**src/rtl/sha_pkg.sv**
```systemverilog
// Shared SHA-256 constants and types, used by the padder and the rest of the SHA datapath.
package sha_pkg;

  localparam int SHA_BLOCK_BITS  = 512;
  localparam int SHA_BLOCK_BYTES = 64;
  localparam int SHA_LEN_OFF     = 56;
  localparam logic [7:0] SHA_PAD_BYTE = 8'h80;

  typedef logic [SHA_BLOCK_BITS-1:0] sha_block_t;

  typedef enum logic [1:0] {
    IDLE,
    STREAM,
    EXTRA,
    DRAIN
  } pad_state_t;

endpackage

```
**src/rtl/sha_msg_padder_if.sv**
```systemverilog
// Input beat stream and padded output block stream of the SHA message padder.
interface sha_msg_padder_if #(
  parameter int DATA_W = 512
);

  logic [DATA_W-1:0] in_data;
  logic              in_valid;
  logic              in_ready;
  logic [DATA_W-1:0] out_data;
  logic              out_valid;
  logic              out_ready;
  logic              out_last;

  modport master (
    output in_data, in_valid, out_ready,
    input  in_ready, out_data, out_valid, out_last
  );

  modport slave (
    input  in_data, in_valid, out_ready,
    output in_ready, out_data, out_valid, out_last
  );

endinterface

```
**src/rtl/sha_pad_mask.sv**
```systemverilog
// Builds a padded block: keeps bytes below rem, optionally drops in the 0x80 marker at byte rem
// and the big-endian 64-bit bit length in bytes 56..63.
module sha_pad_mask
  import sha_pkg::*;
(
  input  sha_block_t  beat,
  input  logic [5:0]  rem,
  input  logic        put_pad,
  input  logic        put_len,
  input  logic [63:0] bitlen,
  output sha_block_t  padded
);

  // rem==0 means the beat is completely filled with message bytes.
  always_comb begin
    padded = '0;
    for (int i = 0; i < SHA_BLOCK_BYTES; i++) begin
      if (rem == 6'd0 || 6'(i) < rem) begin
        padded[8*i +: 8] = beat[8*i +: 8];
      end
    end
    if (put_pad) begin
      padded[{rem, 3'b000} +: 8] = SHA_PAD_BYTE;
    end
    if (put_len) begin
      for (int k = 0; k < 8; k++) begin
        padded[8*(SHA_LEN_OFF+k) +: 8] = bitlen[8*(7-k) +: 8];
      end
    end
  end

endmodule

```
**src/rtl/sha_msg_padder.sv**
```systemverilog
// Streaming SHA-256 message padder: passes message beats through and appends the 0x80 marker,
// zero fill and 64-bit bit length, adding an extra block when the final beat has no room.
module sha_msg_padder
  import sha_pkg::*;
#(
  parameter int LEN_W  = 48,
  parameter int DATA_W = 512
) (
  input  logic             clk,
  input  logic             rst_n,
  input  logic             start,
  input  logic [LEN_W-1:0] msg_bytes,
  output logic             busy,
  output logic             done,
  sha_msg_padder_if.slave  bus
);

  generate
    if (DATA_W != SHA_BLOCK_BITS) begin : g_bad_data_w
      $error("sha_msg_padder: DATA_W must be 512");
    end
    if (LEN_W > 61 || LEN_W < 7) begin : g_bad_len_w
      $error("sha_msg_padder: LEN_W must be in 7..61");
    end
  endgenerate

  localparam int CNT_W = LEN_W - 5;

  pad_state_t       state;
  logic [CNT_W-1:0] beat_cnt;
  logic [5:0]       rem_q;
  logic             extra_q;
  logic [63:0]      bitlen_q;

  logic [5:0]       start_rem;
  logic [CNT_W-1:0] start_beats;
  logic             start_extra;
  logic             final_beat;
  logic             load_ok;
  logic             in_fire;
  sha_block_t       mask_beat;
  sha_block_t       padded;
  logic             put_pad;
  logic             put_len;

  assign start_rem   = msg_bytes[5:0];
  assign start_beats = CNT_W'(msg_bytes[LEN_W-1:6]) + CNT_W'(start_rem != 6'd0);
  assign start_extra = (start_rem == 6'd0) || (start_rem > 6'd55);

  assign final_beat  = (beat_cnt == CNT_W'(1));
  assign load_ok     = !bus.out_valid || bus.out_ready;
  assign bus.in_ready = (state == STREAM) && load_ok;
  assign in_fire     = bus.in_valid && bus.in_ready;

  // The EXTRA block is the same masking path fed with an all-zero beat.
  assign mask_beat = (state == EXTRA) ? '0 : bus.in_data;
  assign put_pad   = (state == EXTRA) ? (rem_q == 6'd0) : (rem_q != 6'd0);
  assign put_len   = (state == EXTRA) || !extra_q;

  sha_pad_mask u_mask (
    .beat    (mask_beat),
    .rem     (rem_q),
    .put_pad (put_pad),
    .put_len (put_len),
    .bitlen  (bitlen_q),
    .padded  (padded)
  );

  // done is raised one cycle after the last handshake while busy is still high, so a start
  // coinciding with done lands in DRAIN and is ignored.
  always_ff @(posedge clk or negedge rst_n) begin
    if (!rst_n) begin
      state         <= IDLE;
      beat_cnt      <= '0;
      rem_q         <= '0;
      extra_q       <= 1'b0;
      bitlen_q      <= '0;
      busy          <= 1'b0;
      done          <= 1'b0;
      bus.out_data  <= '0;
      bus.out_valid <= 1'b0;
      bus.out_last  <= 1'b0;
    end else begin
      done <= 1'b0;
      if (bus.out_valid && bus.out_ready) begin
        bus.out_valid <= 1'b0;
        bus.out_last  <= 1'b0;
      end
      case (state)
        IDLE: begin
          if (start) begin
            beat_cnt <= start_beats;
            rem_q    <= start_rem;
            extra_q  <= start_extra;
            bitlen_q <= 64'({msg_bytes, 3'b000});
            busy     <= 1'b1;
            state    <= (start_beats != '0) ? STREAM : EXTRA;
          end
        end
        STREAM: begin
          if (in_fire) begin
            bus.out_data  <= final_beat ? padded : bus.in_data;
            bus.out_valid <= 1'b1;
            bus.out_last  <= final_beat && !extra_q;
            beat_cnt      <= beat_cnt - CNT_W'(1);
            if (final_beat) begin
              state <= extra_q ? EXTRA : DRAIN;
            end
          end
        end
        EXTRA: begin
          if (load_ok) begin
            bus.out_data  <= padded;
            bus.out_valid <= 1'b1;
            bus.out_last  <= 1'b1;
            state         <= DRAIN;
          end
        end
        DRAIN: begin
          if (done) begin
            busy  <= 1'b0;
            state <= IDLE;
          end else if (bus.out_valid && bus.out_ready && bus.out_last) begin
            done <= 1'b1;
          end
        end
        default: state <= IDLE;
      endcase
    end
  end

endmodule

```
**src/flat_wrapper.sv**
```systemverilog
// flat-port wrapper written by rule: the top's interface ports become plain ports
module sha_msg_padder_flat import sha_pkg::*;
#(
  parameter int LEN_W  = 48,
  parameter int DATA_W = 512
)
  (clk, rst_n, start, msg_bytes, busy, done, bus_in_data, bus_in_valid, bus_out_ready, bus_in_ready, bus_out_data, bus_out_valid, bus_out_last);
  sha_msg_padder_if #(.DATA_W(DATA_W)) bus_i ();
  input  logic clk;
  input  logic rst_n;
  input  logic start;
  input  logic [LEN_W-1:0] msg_bytes;
  output logic busy;
  output logic done;
  input wire logic [$bits(bus_i.in_data)-1:0] bus_in_data;
  input wire logic [$bits(bus_i.in_valid)-1:0] bus_in_valid;
  input wire logic [$bits(bus_i.out_ready)-1:0] bus_out_ready;
  output wire logic [$bits(bus_i.in_ready)-1:0] bus_in_ready;
  output wire logic [$bits(bus_i.out_data)-1:0] bus_out_data;
  output wire logic [$bits(bus_i.out_valid)-1:0] bus_out_valid;
  output wire logic [$bits(bus_i.out_last)-1:0] bus_out_last;
  assign bus_i.in_data = bus_in_data;
  assign bus_i.in_valid = bus_in_valid;
  assign bus_i.out_ready = bus_out_ready;
  assign bus_in_ready = bus_i.in_ready;
  assign bus_out_data = bus_i.out_data;
  assign bus_out_valid = bus_i.out_valid;
  assign bus_out_last = bus_i.out_last;
  sha_msg_padder #(.LEN_W(LEN_W), .DATA_W(DATA_W)) u_core (.clk(clk), .rst_n(rst_n), .start(start), .msg_bytes(msg_bytes), .busy(busy), .done(done), .bus(bus_i));
endmodule
```
**config.mk**
```make
export PLATFORM = sky130hd
export DESIGN_NAME = sha_msg_padder_flat
export DESIGN_NICKNAME = d
export VERILOG_FILES = /design/src/rtl/sha_pkg.sv /design/src/rtl/sha_msg_padder_if.sv /design/src/rtl/sha_pad_mask.sv /design/src/rtl/sha_msg_padder.sv /design/src/flat_wrapper.sv
export SDC_FILE = /design/constraint.sdc
export NUM_CORES = 1
export LEC_CHECK = 0
export BUFFER_PORTS_ARGS = -buffer_cell sky130_fd_sc_hd__buf_2
export CAP_MARGIN = 40
export CORE_AREA = 2 2 417 419
export DETAILED_ROUTE_END_ITERATION = 6
export DIE_AREA = 0 0 419 421
export PLACE_DENSITY_LB_ADDON = 0.2
export SYNTH_ARGS = -nofsm -noshare
export SYNTH_HDL_FRONTEND = slang
export SYNTH_SLANG_ARGS = --single-unit
```
**constraint.sdc**
```tcl
create_clock -name clk -period 4.2 [get_ports clk]
set_input_delay 0.42 -clock clk [delete_from_list [all_inputs] [get_ports clk]]
set_output_delay 0.42 -clock clk [all_outputs]
set_load 0.02 [all_outputs]
```
After elaboration in Yosys (flattened, before gate mapping). Index checks and enable logic that the tools add are counted.

Flip-flop bits (word level): 616. Input bits: 565. Word-level logic and storage cells: 275. Output and inout bits: 517.

Add/sub/neg operators: 3. Equality and inequality tests: 9. Multiplexer cells: 98. Magnitude comparators: 65. Shift-type cells: 2. Reduce and logical (&&, ||, !) cells: 88.

Operator list (number): $mux W512 (5); $pmux W512 S2 (1); $bwmux W512 (1); $mux W8 (64); $shift A8 B11 Y512 const A (1); $shiftx A8 B11 Y512 const A (1); $lt A6 B6 Y1 const A (32); $lt A5 B6 Y1 const A (16); $mux W43 (2); $pmux W43 S2 (1); $logic_or A1 B1 Y1 (67); $mux W64 (1); $lt A4 B6 Y1 const A (8); $add A42 B1 Y43 (1); $eq A43 B1 Y1 const B (1); $reduce_bool A43 Y1 (1); $sub A43 B1 Y43 const B (1); $lt A3 B6 Y1 const A (4); $mux W1 (13); $logic_not A6 Y1 (2); $lt A1 B6 Y1 const A (2); $lt A2 B6 Y1 const A (2); $mux W2 (6); $reduce_bool A6 Y1 (2); other kinds (15) (30).

Depth between registers and ports, before layout. Gate-level depths: netlist of run 1.

Word-level depth: 9. Mapped depth: 12. Mapped depth without buffers: 12.

By module. Synthesis of run 1 repeated with hierarchy kept, for this count alone.

Cells, all modules: 4976. Area, all modules: 38275.5 um^2.

By module, submodules not included: sha_msg_padder (area each 32816.5 um^2, cells an instance 4065, instances 1, seq. area each 15264.6 um^2); sha_pad_mask (area each 5459.0 um^2, cells an instance 911, instances 1, seq. area each 0.0 um^2).

Worst setup path before layout of run 1. Ideal clock, no wire load.

Path kind: flip-flop to flip-flop. Start: reg u_core.rem_q[1]. End: reg u_core.bus.out_data[432]. Path slack: 1151 ps. Clock period less this slack: 3049 ps. Library setup time: 67 ps. Cell stages (with the launch flop): 12. Arrival: 2982 ps. Buffers on the path: 2. Required time: 4133 ps. Path through: dfrtp_1 > clkbuf_1 > inv_1 > ha_1 > or3b_2 > clkbuf_1 > nor3_1 > a21oi_1 > a21oi_1 > o21ai_0 > a21oi_1 > a22o_1.

Word-level cells in the longest chain between the ends: 8. Elaborated cells between the ends (all ways): 15. Those cells by class: add/sub: 1; order compare: 1; shift: 2; mux: 8; reduce/logical: 3.

Ends and longest elaborated chain: from (decl) (line sha_msg_padder.sv:31) `logic [5:0] rem_q;`; from (signal assigned) (line sha_msg_padder.sv:93) `rem_q <= start_rem;`; branches (longest 4 deep; another with $neg A9 Y11); $mux W512 (*) (line sha_pad_mask.sv:22) `if (put_pad) begin`; $mux W512 (line sha_msg_padder.sv:102) `bus.out_data <= final_beat ? padded : bus.in_data;`; $mux W512 (line sha_msg_padder.sv:101) `if (in_fire) begin`; $pmux W512 S2 (*) (line sha_msg_padder.sv:89) `case (state)`; to (signal assigned) (line sha_msg_padder.sv:102); to (signal assigned) (line sha_msg_padder.sv:113) `bus.out_data <= padded;`; to (decl) (line sha_msg_padder_if.sv:21) `output in_ready, out_data, out_valid, out_last`.

Every way passes the cells marked *. The select of a mux whose other input is x is not followed. A chain may end at the register's enable or synchronous reset.

Worst setup path in the final report of run 1.
Start: reg u_core.beat_cnt[35]. End: reg u_core.bus.out_data[334].

Word-level cells in the longest chain between the ends: 4.

Ends and longest elaborated chain: from (decl) (line sha_msg_padder.sv:30) `logic [CNT_W-1:0] beat_cnt;`; from (signal assigned) (line sha_msg_padder.sv:92) `beat_cnt <= start_beats;`; from (signal assigned) (line sha_msg_padder.sv:105) `beat_cnt <= beat_cnt - CNT_W'(1);`; $eq A43 B1 Y1 (line sha_msg_padder.sv:50) `assign final_beat = (beat_cnt == CNT_W'(1));`; $mux W512 (line sha_msg_padder.sv:102); $mux W512 (line sha_msg_padder.sv:101); $pmux W512 S2 (line sha_msg_padder.sv:89).

Every way passes these cells. The select of a mux whose other input is x is not followed.

==> results of run 1 <==
-- kinds of logic (layout without fill, tap and decap cells) --
family                     after synthesis  after routing
other                                    0             14
DFF                                    610            610
and+or+nand+nor                        558            558
AOI/OAI and AO/OA                      980            980
xor gates and xnor gates                48             48
adders and majority gates               11             11
muxes                                   70             70
buffers and inverters                  220           1857
-- layout by cell type (no fill, tap or decap), types with 7 or more instances in the layout --
cell type,count
buf_4,118
a21oi_1,128
dlygate4sd3_1,464
nand2_1,199
nor4_1,18
nor2_1,110
buf_12,11
nand4_1,23
clkbuf_8,14
clkbuf_16,81
o211ai_1,12
o21ai_1,23
o21ai_0,211
ha_1,10
or2_2,10
diode_2,14
xor2_1,21
o21a_1,14
a21o_1,9
clkbuf_1,16
xnor2_1,27
clkinv_2,14
a22o_1,428
or4_1,7
mux2_2,64
a31oi_1,10
dfrtp_1,610
and3_1,11
buf_2,1081
a222oi_1,17
nand2b_1,11
nand3_1,51
or3_1,19
a22oi_1,54
o31ai_1,17
nor3_1,55
nor2b_1,7
inv_1,38
-- sequential cells by signal, indices dropped and copies added (netlist names) --
register / count
u_core.beat_cnt: 43
u_core.bus.out_data: 512
u_core.bitlen_q: 43
u_core.bus.out_last: 1
u_core.done: 1
u_core.bus.out_valid: 1
u_core.state: 2
u_core.busy: 1
u_core.extra_q: 1
u_core.rem_q: 5
-- metrics by stage --
step                hold slack [ps]  setup WS [ps]  instance area (um^2)  util, %
floorplan                       124           1150                 27200        -
global placement                461            423                 35900     20.8
detailed placement              469            391                 36000     20.9
CTS                            1.38            556                 43300     25.1
global route                   55.9            270                 43300     25.1
finish                         64.6            485                 43400     25.1
-- power by group through the flow --
| stage | logic, W | registers, W | clock network, W |
|---|---|---|---|
| floorplan | 0.000135 | 0.00600 | 0 |
| global placement | 0.000663 | 0.00601 | 0 |
| detailed placement | 0.000661 | 0.00601 | 0 |
| CTS | 0.00105 | 0.00590 | 0.00733 |
| global route | 0.00112 | 0.00590 | 0.00753 |
| finish | 0.00103 | 0.00590 | 0.00706 |
-- tightest hold or removal path, stage by stage --
cell and delay [ps]:
buf_2 80, a22oi_1 50, o21ai_0 150
-- repair_timing --
item                      in CTS  in global routing
hold buffers                 464                  0
hold endpoints to repair     524                  0
gates resized for setup        0                  0
-- worst max-delay path by stage --
stage,from,to,slack (ps),depth (start not counted)
global route,msg_bytes[3],u_core.state[0],270,12
detailed placement,msg_bytes[3],u_core.state[0],390,11
global placement,msg_bytes[3],u_core.state[0],420,11
finish,u_core.beat_cnt[35],u_core.bus.out_data[334],480,10
floorplan,u_core.rem_q[1],u_core.bus.out_data[432],1150,11
CTS,u_core.beat_cnt[35],u_core.bus.out_data[334],560,10
-- cell type report --
class / instances / area [um^2]
antenna: 14 / 35.0
clock buffer: 111 / 2280
clock inverter: 30 / 365
fill: 18600 / 129000
inverter: 38 / 143
multi-input combinational: 1667 / 11100
sequential: 610 / 15300
tap: 2325 / 2910
timing repair buffer: 1678 / 11200
-- routing by layer --
| metal | vias up | global-route usage, % | routed length [um] |
|---|---|---|---|
| met5 | - | 0 | 174 |
| met4 | 26 | 7.11 | 7040 |
| li1 | 12600 | - | - |
| met2 | 1092 | 33.5 | 87100 |
| met1 | 14100 | 22.5 | 69400 |
| met3 | 342 | 4.92 | 12200 |
==> impl_metrics.env, run 1 <==
export IMPL_grt_setup_unrepaired="false"
export IMPL_dominant_combinational_cell_family_by_area_after_synthesis="compound AO/OA/AOI/OAI gates"
export IMPL_synth_xor_area_share_pct=1.55
export IMPL_nNetsFinal=4652
export IMPL_switching_power_share_of_the_total_pct=25.2
export IMPL_setup_total_negative_slack_ps=0
export IMPL_crit_family="simple AND/OR/NAND/NOR gates"
export IMPL_wl_per_cell_um=27.2
export IMPL_synthDominantAreaCellType="dfrtp_1"
export IMPL_cts_tree="yes"
export IMPL_dr_pass1_iters=5
export IMPL_depth_of_the_worst_register_to_register_path=10
export IMPL_post_synth_top_count_cell="dfrtp_1"
export IMPL_drc=0
export IMPL_critical_path_top_cell_by_count="buf_4"
export IMPL_timing_max_cap_violations=0
export IMPL_synth_enable_flop_cells=0
export IMPL_critical_path_max_fanout=8
export IMPL_max_vdd_ir_drop_v=0.000240
export IMPL_vias=28200
export IMPL_placedCellCount=5854
export IMPL_share_of_cells_above_drive_strength_1_pct=34.6
export IMPL_grt_use_total_pct=19.2
export IMPL_critical_path_slowest_cell="or4_4"
export IMPL_number_of_global_route_vias_before_repair=28500
export IMPL_worstPathArrival_ps=4290
export IMPL_power_frac_seq_pct=42.2
export IMPL_reg2reg_slack_ps=480
export IMPL_number_of_buffers_created_by_cts=81
export IMPL_total_leakage_power_nw=21.7
export IMPL_portBuffers=1081
export IMPL_grt_max_degree=181
export IMPL_ys_seq_elements=610
export IMPL_status="finished clean"
export IMPL_cts_setup_buffers=0
export IMPL_syn_inst=2497
export IMPL_synth_top_area_share_pct=56.1
export IMPL_synth_flop_cell="dfrtp_1"
export IMPL_total_power_w=0.0140
export IMPL_gr_total_overflow=0
export IMPL_muxShareOfSynthArea_pct=2.87
export IMPL_post_synth_fa_ha_maj_area_fraction_pct=0.506
export IMPL_layoutNonFillerInstCount=6473
export IMPL_floorplan_initialDensity_pct=15.8
export IMPL_internal_power_w=0.0105
export IMPL_antenna_found_initial=86
export IMPL_combPwrFrac_pct=7.4
export IMPL_hold_end="u_core.bus.out_data[457]"
export IMPL_asyncSetResetFlopFracSynth_pct=100
export IMPL_boundaryPins=1082
export IMPL_holdCritPathClass="in2reg"
export IMPL_global_route_wire_length_before_repair_um=239000
export IMPL_die_outline_area_um2=176000
export IMPL_floorplan_rows=153
export IMPL_yosys_area_share_simple_pct=9.80
export IMPL_die_height_um=421
export IMPL_cts_sinks=610
export IMPL_critical_path_n_buffers_inverters=2
export IMPL_syn_avg_cell_area_um2=10.9
export IMPL_area_growth_syn_to_layout_pct=59.4
export IMPL_r2r_start="u_core.beat_cnt[35]"
export IMPL_clk_pin_slew_ps=60
export IMPL_core_um2=172000
export IMPL_final_critical_path_share_of_the_clock_period_pct=88.5
export IMPL_crit_path_start_kind="flip-flop"
export IMPL_startpoint_of_the_lowest_slack_hold_path="bus_in_data[457]"
export IMPL_synth_cell_type_count=72
export IMPL_hold_path_depth=3
export IMPL_worst_pin_slew_ps=986
export IMPL_routed_wirelength_um=176000
export IMPL_endpoint_kind="flip-flop"
export IMPL_worst_slew_margin_rel_pct=34.3
export IMPL_synth_compound_area_share_pct=26.0
export IMPL_hold_viol_final=0
export IMPL_clock_power_share_pct=50.5
export IMPL_dp_hpwl_um=139000
export IMPL_worst_endpoint_required_ps=4780
export IMPL_power_per_cell_area_nw_per_um2=323
export IMPL_cts_root_buf="clkbuf_16"
export IMPL_finalWorstPathRequiredPeriod_ps=3720
export IMPL_fmax_mhz=269
export IMPL_cts_htree_levels=3
export IMPL_ys_top_cells_by_count="dfrtp_1 (610), a22o_1 (428), o21ai_0 (211), nand2_1 (200), clkbuf_1 (147)"
export IMPL_setup_viol_count_final=0
export IMPL_yosys_warnings=0
export IMPL_critical_path_max_stage_delay_ps=570
export IMPL_synth_area_um2=27200
export IMPL_criticalPathCategory="reg2reg"
export IMPL_postSynthNetCount=3073
export IMPL_clock_skew_ps=31.5
export IMPL_ant_nets=0
export IMPL_synth_top_cells_by_area="dfrtp_1 (56%), a22o_1 (14%), o21ai_0 (3.9%), nand2_1 (2.8%), mux2_2 (2.6%)"
export IMPL_first_iter_violations=1989
export IMPL_die_width_um=419
export IMPL_clock_insertion_delay_worst_skew_ps=710
export IMPL_via_per_inst=4.36
export IMPL_max_root_sink_buffers=3
export IMPL_timing_critical_path_cells="or4_4 > or2_4 > nand3b_4 > nor4_2 > nand2_1 > nor2_1 > buf_4 > a21oi_1 > buf_4 > a22o_1"
export IMPL_register_area_share_after_synthesis_pct=56.1
export IMPL_slew_viol_final=0
export IMPL_place_congestion=0.916
export IMPL_switchingPower_w=0.00353
export IMPL_r2r_end="u_core.bus.out_data[334]"
Power figures use the tool's default switching activity.
==> run 2, diff against run 1 <==
- RECOVER_POWER: not set -> 25
==> run 2 against run 1 <==
Against the previous run: the flow now finishes with violations (capacitance limit, slew limit); sequential power hardly changed; cell area decreased by 0.13%; worst hold slack improved by 2.2 ps; non-clock buffer count unchanged; first-iteration DRC count grew 2.1%; clock skew up 0.52 ps; die area unchanged; global-route usage stayed put; combinational power barely moved; fmax about the same; setup slack about the same.
==> impl_metrics.env, run 2 (synthesized netlist as in run 1, its figures left out) <==
export IMPL_status="finished, violations left"
export IMPL_failed_checks="capacitance limit, slew limit"
export IMPL_number_of_global_route_vias_before_repair=28500
export IMPL_hold_end="u_core.bus.out_data[457]"
export IMPL_final_critical_path_share_of_the_clock_period_pct=88.4
export IMPL_cts_root_buf="clkbuf_16"
export IMPL_critical_path_slowest_cell="or4_4"
export IMPL_max_root_sink_buffers=3
export IMPL_holdCritPathClass="in2reg"
export IMPL_r2r_start="u_core.beat_cnt[35]"
export IMPL_r2r_end="u_core.bus.out_data[334]"
export IMPL_critical_path_max_stage_delay_ps=560
export IMPL_gr_total_overflow=0
export IMPL_timing_max_cap_violations=1
export IMPL_portBuffers=1081
export IMPL_critical_path_n_buffers_inverters=2
export IMPL_clock_skew_ps=32.0
export IMPL_clock_insertion_delay_worst_skew_ps=710
export IMPL_worst_pin_slew_ps=2880
export IMPL_share_of_cells_above_drive_strength_1_pct=34.5
export IMPL_die_height_um=421
export IMPL_via_per_inst=4.35
export IMPL_grt_setup_unrepaired="false"
export IMPL_die_width_um=419
export IMPL_routed_wirelength_um=176000
export IMPL_fmax_mhz=269
export IMPL_clk_pin_slew_ps=50
export IMPL_crit_family="simple AND/OR/NAND/NOR gates"
export IMPL_place_congestion=0.916
export IMPL_criticalPathCategory="reg2reg"
export IMPL_area_growth_syn_to_layout_pct=59.2
export IMPL_hold_buffers=464
export IMPL_drc=0
export IMPL_power_per_cell_area_nw_per_um2=323
export IMPL_max_vdd_ir_drop_v=0.000239
export IMPL_grt_use_total_pct=19.2
export IMPL_boundaryPins=1082
export IMPL_slew_viol_final=71
export IMPL_hold_viol_final=0
export IMPL_dr_pass1_iters=5
export IMPL_setup_viol_count_final=0
export IMPL_startpoint_of_the_lowest_slack_hold_path="bus_in_data[457]"
export IMPL_finalWorstPathRequiredPeriod_ps=3710
export IMPL_total_leakage_power_nw=21.7
export IMPL_floorplan_initialDensity_pct=15.8
export IMPL_regMostFlops="u_core.bus.out_data"
export IMPL_reg2reg_slack_ps=490
export IMPL_cts_resized_gates=0
export IMPL_crit_path_start_kind="flip-flop"
export IMPL_nNetsFinal=4652
export IMPL_timing_critical_path_cells="or4_4 > or2_4 > nand3b_4 > nor4_2 > nand2_1 > nor2_1 > buf_4 > a21oi_1 > buf_4 > a22o_1"
export IMPL_core_um2=172000
export IMPL_dp_hpwl_um=139000
export IMPL_cts_setup_buffers=0
export IMPL_max_reg_flops=512
export IMPL_grt_max_degree=181
export IMPL_worst_endpoint_required_ps=4780
export IMPL_top_flop_regs="u_core.bus.out_data x512, u_core.beat_cnt x43, u_core.bitlen_q x43"
export IMPL_hold_path_depth=3
export IMPL_most_common_cell_after_layout_fill_and_taps_aside="buf_2"
export IMPL_worst_slew_margin_rel_pct=-92.3
export IMPL_endpoint_kind="flip-flop"
export IMPL_total_power_w=0.0140
export IMPL_floorplan_rows=153
export IMPL_depth_of_the_worst_register_to_register_path=10
export IMPL_setup_total_negative_slack_ps=0
export IMPL_first_iter_violations=2030
export IMPL_critical_path_max_fanout=8
export IMPL_antenna_found_initial=87
export IMPL_cts_htree_levels=3
export IMPL_number_of_buffers_created_by_cts=81
export IMPL_most_common_layout_cells="buf_2 (1,081), dfrtp_1 (610), dlygate4sd3_1 (464), a22o_1 (428), o21ai_0 (211)"
export IMPL_ant_nets=0
export IMPL_wl_per_cell_um=27.2
export IMPL_worstPathArrival_ps=4290
export IMPL_finalWorstSetupSlack_ps=485
export IMPL_cts_sinks=610
export IMPL_critical_path_top_cell_by_count="buf_4"
export IMPL_die_outline_area_um2=176000
export IMPL_vias=28100
export IMPL_global_route_wire_length_before_repair_um=239000
export IMPL_dp_worst_setup_slack_ps=391
export IMPL_cts_tree="yes"
## run 2: cell types whose count changed in the layout (fill, tap and decap cells not counted)
cell      previous run  this run
clkbuf_1            16        23
clkbuf_4             0         1
diode_2             14        12
buf_8                1         0
buf_4              118       110
buf_12              11        10
clkbuf_2             0         2
## run 2: per-stage QoR
stage | util, % | area, um^2 | hold WS [ps] | cells
3_5_place_dp | 20.9 | 36000 | 469 | 5854
5_1_grt | 25.1 | 43300 | 55.9 | 6468
4_1_cts | 25.1 | 43300 | 1.38 | 6459
2_1_floorplan | - | 27200 | 124 | 2497
3_3_place_gp | 20.8 | 35900 | 461 | 5837
6_report | 25.1 | 43300 | 66.8 | 6471
## run 2: worst max path at each step
stage / start / to / slack [ps] / cells past startpoint
floorplan: u_core.rem_q[1] / u_core.bus.out_data[432] / 1150 / 11
global placement: msg_bytes[3] / u_core.state[0] / 420 / 11
detailed placement: msg_bytes[3] / u_core.state[0] / 390 / 11
CTS: u_core.beat_cnt[35] / u_core.bus.out_data[334] / 560 / 10
global route: rst_n / u_core.bus.out_data[85] / 210 / 3
finish: u_core.beat_cnt[35] / u_core.bus.out_data[334] / 490 / 10
## run 2: metal layers
| metal | global-route usage, % | share of wire [%] |
|---|---|---|
| met1 | 22.5 | 40 |
| met2 | 33.5 | 50 |
| met4 | 7.11 | 3.9 |
| met5 | 0 | 0.096 |
| met3 | 4.92 | 6.9 |
## run 2: worst min-delay path: stages
cell     delay [ps]
buf_2            80
a22oi_1          50
o21ai_0         150
## run 2: area by class of cell
type / count / area, um^2
repair buffers: 1678 / 11200
well taps: 2325 / 2910
clock buffers: 111 / 2280
inverters: 38 / 143
clock inverters: 30 / 365
diodes: 12 / 30.0
fillers: 18600 / 129000
flip-flops and latches: 610 / 15300
multi-input cells: 1667 / 11100
## run 2: power breakdown
part / internal [W] / leakage (nW) / switching (W) / total, W
logic: 0.000548 / 11.9 / 0.000481 / 0.00103
registers: 0.00589 / 8.47 / 0.0000129 / 0.00590
clock network: 0.00403 / 1.29 / 0.00305 / 0.00708
total: 0.0105 / 21.7 / 0.00354 / 0.0140
==> run 3, diff against run 2 <==
- RECOVER_POWER: 25 -> 100
==> run 3 against run 2 <==
Against the previous run: the run still ends with capacitance limit, slew limit left; sequential power about the same; count of clock-buffer cells in the layout is the same; cell area shrank 1.9%; highest routed layer unchanged; wire length grew 0.30%; largest cell class unchanged; sequential share of layout area increased by 0.67 points; final cell count barely moved; global-route usage unchanged; largest power group unchanged; critical path type unchanged; clock power is essentially flat.
==> impl_metrics.env, run 3 (synthesized netlist as in run 1, its figures left out) <==
export IMPL_status="finished, violations left"
export IMPL_failed_checks="capacitance limit, slew limit"
export IMPL_grt_setup_unrepaired="false"
export IMPL_number_of_buffers_created_by_cts=81
export IMPL_worst_slew_margin_rel_pct=-93.7
export IMPL_num_fill_cells=18800
export IMPL_worst_endpoint_required_ps=4780
export IMPL_holdCritPathClass="in2reg"
export IMPL_core_um2=172000
export IMPL_cts_root_buf="clkbuf_16"
export IMPL_power_per_cell_area_nw_per_um2=329
export IMPL_cts_tree="yes"
export IMPL_dr_pass1_iters=5
export IMPL_hold_ws_ps=64.9
export IMPL_most_common_cell_after_layout_fill_and_taps_aside="dfrtp_1"
export IMPL_clock_insertion_delay_worst_skew_ps=710
export IMPL_cts_setup_buffers=0
export IMPL_setup_viol_count_final=0
export IMPL_endpoint_kind="flip-flop"
export IMPL_cts_sinks=610
export IMPL_regMostFlops="u_core.bus.out_data"
export IMPL_most_common_layout_cells="dfrtp_1 (610), buf_2 (564), clkbuf_1 (561), dlygate4sd3_1 (464), a22o_1 (428)"
export IMPL_nNetsFinal=4652
export IMPL_worst_pin_slew_ps=2910
export IMPL_max_reg_flops=512
export IMPL_grt_max_degree=181
export IMPL_crit_path_start_kind="flip-flop"
export IMPL_hold_path_depth=3
export IMPL_die_outline_area_um2=176000
export IMPL_floorplan_initialDensity_pct=15.8
export IMPL_max_vdd_ir_drop_v=0.000240
export IMPL_slew_viol_final=380
export IMPL_dp_hpwl_um=139000
export IMPL_final_critical_path_share_of_the_clock_period_pct=92.1
export IMPL_antenna_found_initial=86
export IMPL_r2r_start="u_core.beat_cnt[35]"
export IMPL_gr_total_overflow=0
export IMPL_die_height_um=421
export IMPL_total_leakage_power_nw=19.3
export IMPL_number_of_global_route_vias_before_repair=28500
export IMPL_r2r_end="u_core.bus.out_data[363]"
export IMPL_cts_resized_gates=0
export IMPL_vias=28300
export IMPL_timing_max_cap_violations=3
export IMPL_max_root_sink_buffers=3
export IMPL_worstPathArrival_ps=4440
export IMPL_startpoint_of_the_lowest_slack_hold_path="bus_in_data[457]"
export IMPL_drc=0
export IMPL_criticalPathCategory="reg2reg"
export IMPL_wl_per_cell_um=27.3
export IMPL_first_iter_violations=2018
export IMPL_via_per_inst=4.38
export IMPL_portBuffers=1081
export IMPL_place_congestion=0.916
export IMPL_die_width_um=419
export IMPL_grt_use_total_pct=19.2
export IMPL_global_route_wire_length_before_repair_um=239000
export IMPL_hold_viol_final=0
export IMPL_cts_htree_levels=3
export IMPL_floorplan_rows=153
export IMPL_ant_nets=0
export IMPL_depth_of_the_worst_register_to_register_path=9
export IMPL_boundaryPins=1082
export IMPL_share_of_cells_above_drive_strength_1_pct=21.3
export IMPL_setup_total_negative_slack_ps=0
export IMPL_fmax_mhz=259
export IMPL_finalWorstPathRequiredPeriod_ps=3870
export IMPL_hold_end="u_core.bus.out_data[457]"
export IMPL_clock_skew_ps=32.1
export IMPL_routed_wirelength_um=176000
export IMPL_area_growth_syn_to_layout_pct=56.2
export IMPL_top_flop_regs="u_core.bus.out_data x512, u_core.beat_cnt x43, u_core.bitlen_q x43"
export IMPL_critical_path_max_fanout=8
export IMPL_util_after_layout_pct=24.6
export IMPL_clk_pin_slew_ps=60
export IMPL_reg2reg_slack_ps=330
==> run 3: changes by cell type in the layout (fill, tap and decap cells not counted), sizes merged <==
cell	delta
diode	-1
buf	-548
clkbuf	+548
==> run 3: worst max-delay path by stage <==
stage                        start                       end  slack [ps]  cells after the start
6_report       u_core.beat_cnt[35]  u_core.bus.out_data[363]         330                      9
2_1_floorplan      u_core.rem_q[1]  u_core.bus.out_data[432]        1150                     11
3_5_place_dp          msg_bytes[3]           u_core.state[0]         390                     11
5_1_grt            u_core.rem_q[4]  u_core.bus.out_data[273]         130                      9
4_1_cts        u_core.beat_cnt[35]  u_core.bus.out_data[334]         560                     10
3_3_place_gp          msg_bytes[3]           u_core.state[0]         420                     11
==> run 3: through the flow <==
step | setup slack, ps | power, W | instance area (um^2) | std cells
floorplan | 1150 | 0.00614 | 27200 | 2497
global placement | 423 | 0.00667 | 35900 | 5837
detailed placement | 391 | 0.00667 | 36000 | 5854
CTS | 556 | 0.0143 | 43300 | 6459
global route | 129 | 0.0145 | 42500 | 6468
finish | 333 | 0.0140 | 42500 | 6470
==> run 3: what timing repair did <==
item | CTS | global route
endpoints found under the hold margin | 524 | 0
hold buffers | 464 | 0
endpoints found under the setup margin | 0 | 0
==> run 3: per-layer routing <==
metal,up-vias,wire length [um],track usage [%]
met4,26,7410,7.11
met5,-,174,0
met1,14200,69300,22.5
met3,356,12700,4.92
met2,1124,86800,33.5
li1,12600,-,-
==> run 3: where the power goes <==
| part | internal, W | switching, W |
|---|---|---|
| registers | 0.00589 | 0.0000128 |
| clock network | 0.00403 | 0.00303 |
| logic | 0.000547 | 0.000479 |
| total | 0.0105 | 0.00352 |
==> run 3: cell type report <==
class | count | area, um^2 | area share, %
sequential | 610 | 15300 | 35.9
antenna | 11 | 27.5 | 0.0648
multi-input combinational | 1667 | 11100 | 26.2
inverter | 38 | 143 | 0.336
tap | 2325 | 2910 | 6.85
clock buffer | 111 | 2280 | 5.36
timing repair buffer | 1678 | 10400 | 24.4
clock inverter | 30 | 365 | 0.860
==> run 3: critical path, stage by stage (launching register included) <==
cell	delay, ps
dfrtp_1	440
or4_4	560
or2_4	260
nand3b_4	170
nor4_2	530
nand2_1	450
nor2_1	500
a21oi_1	160
clkbuf_1	370
a22o_1	310
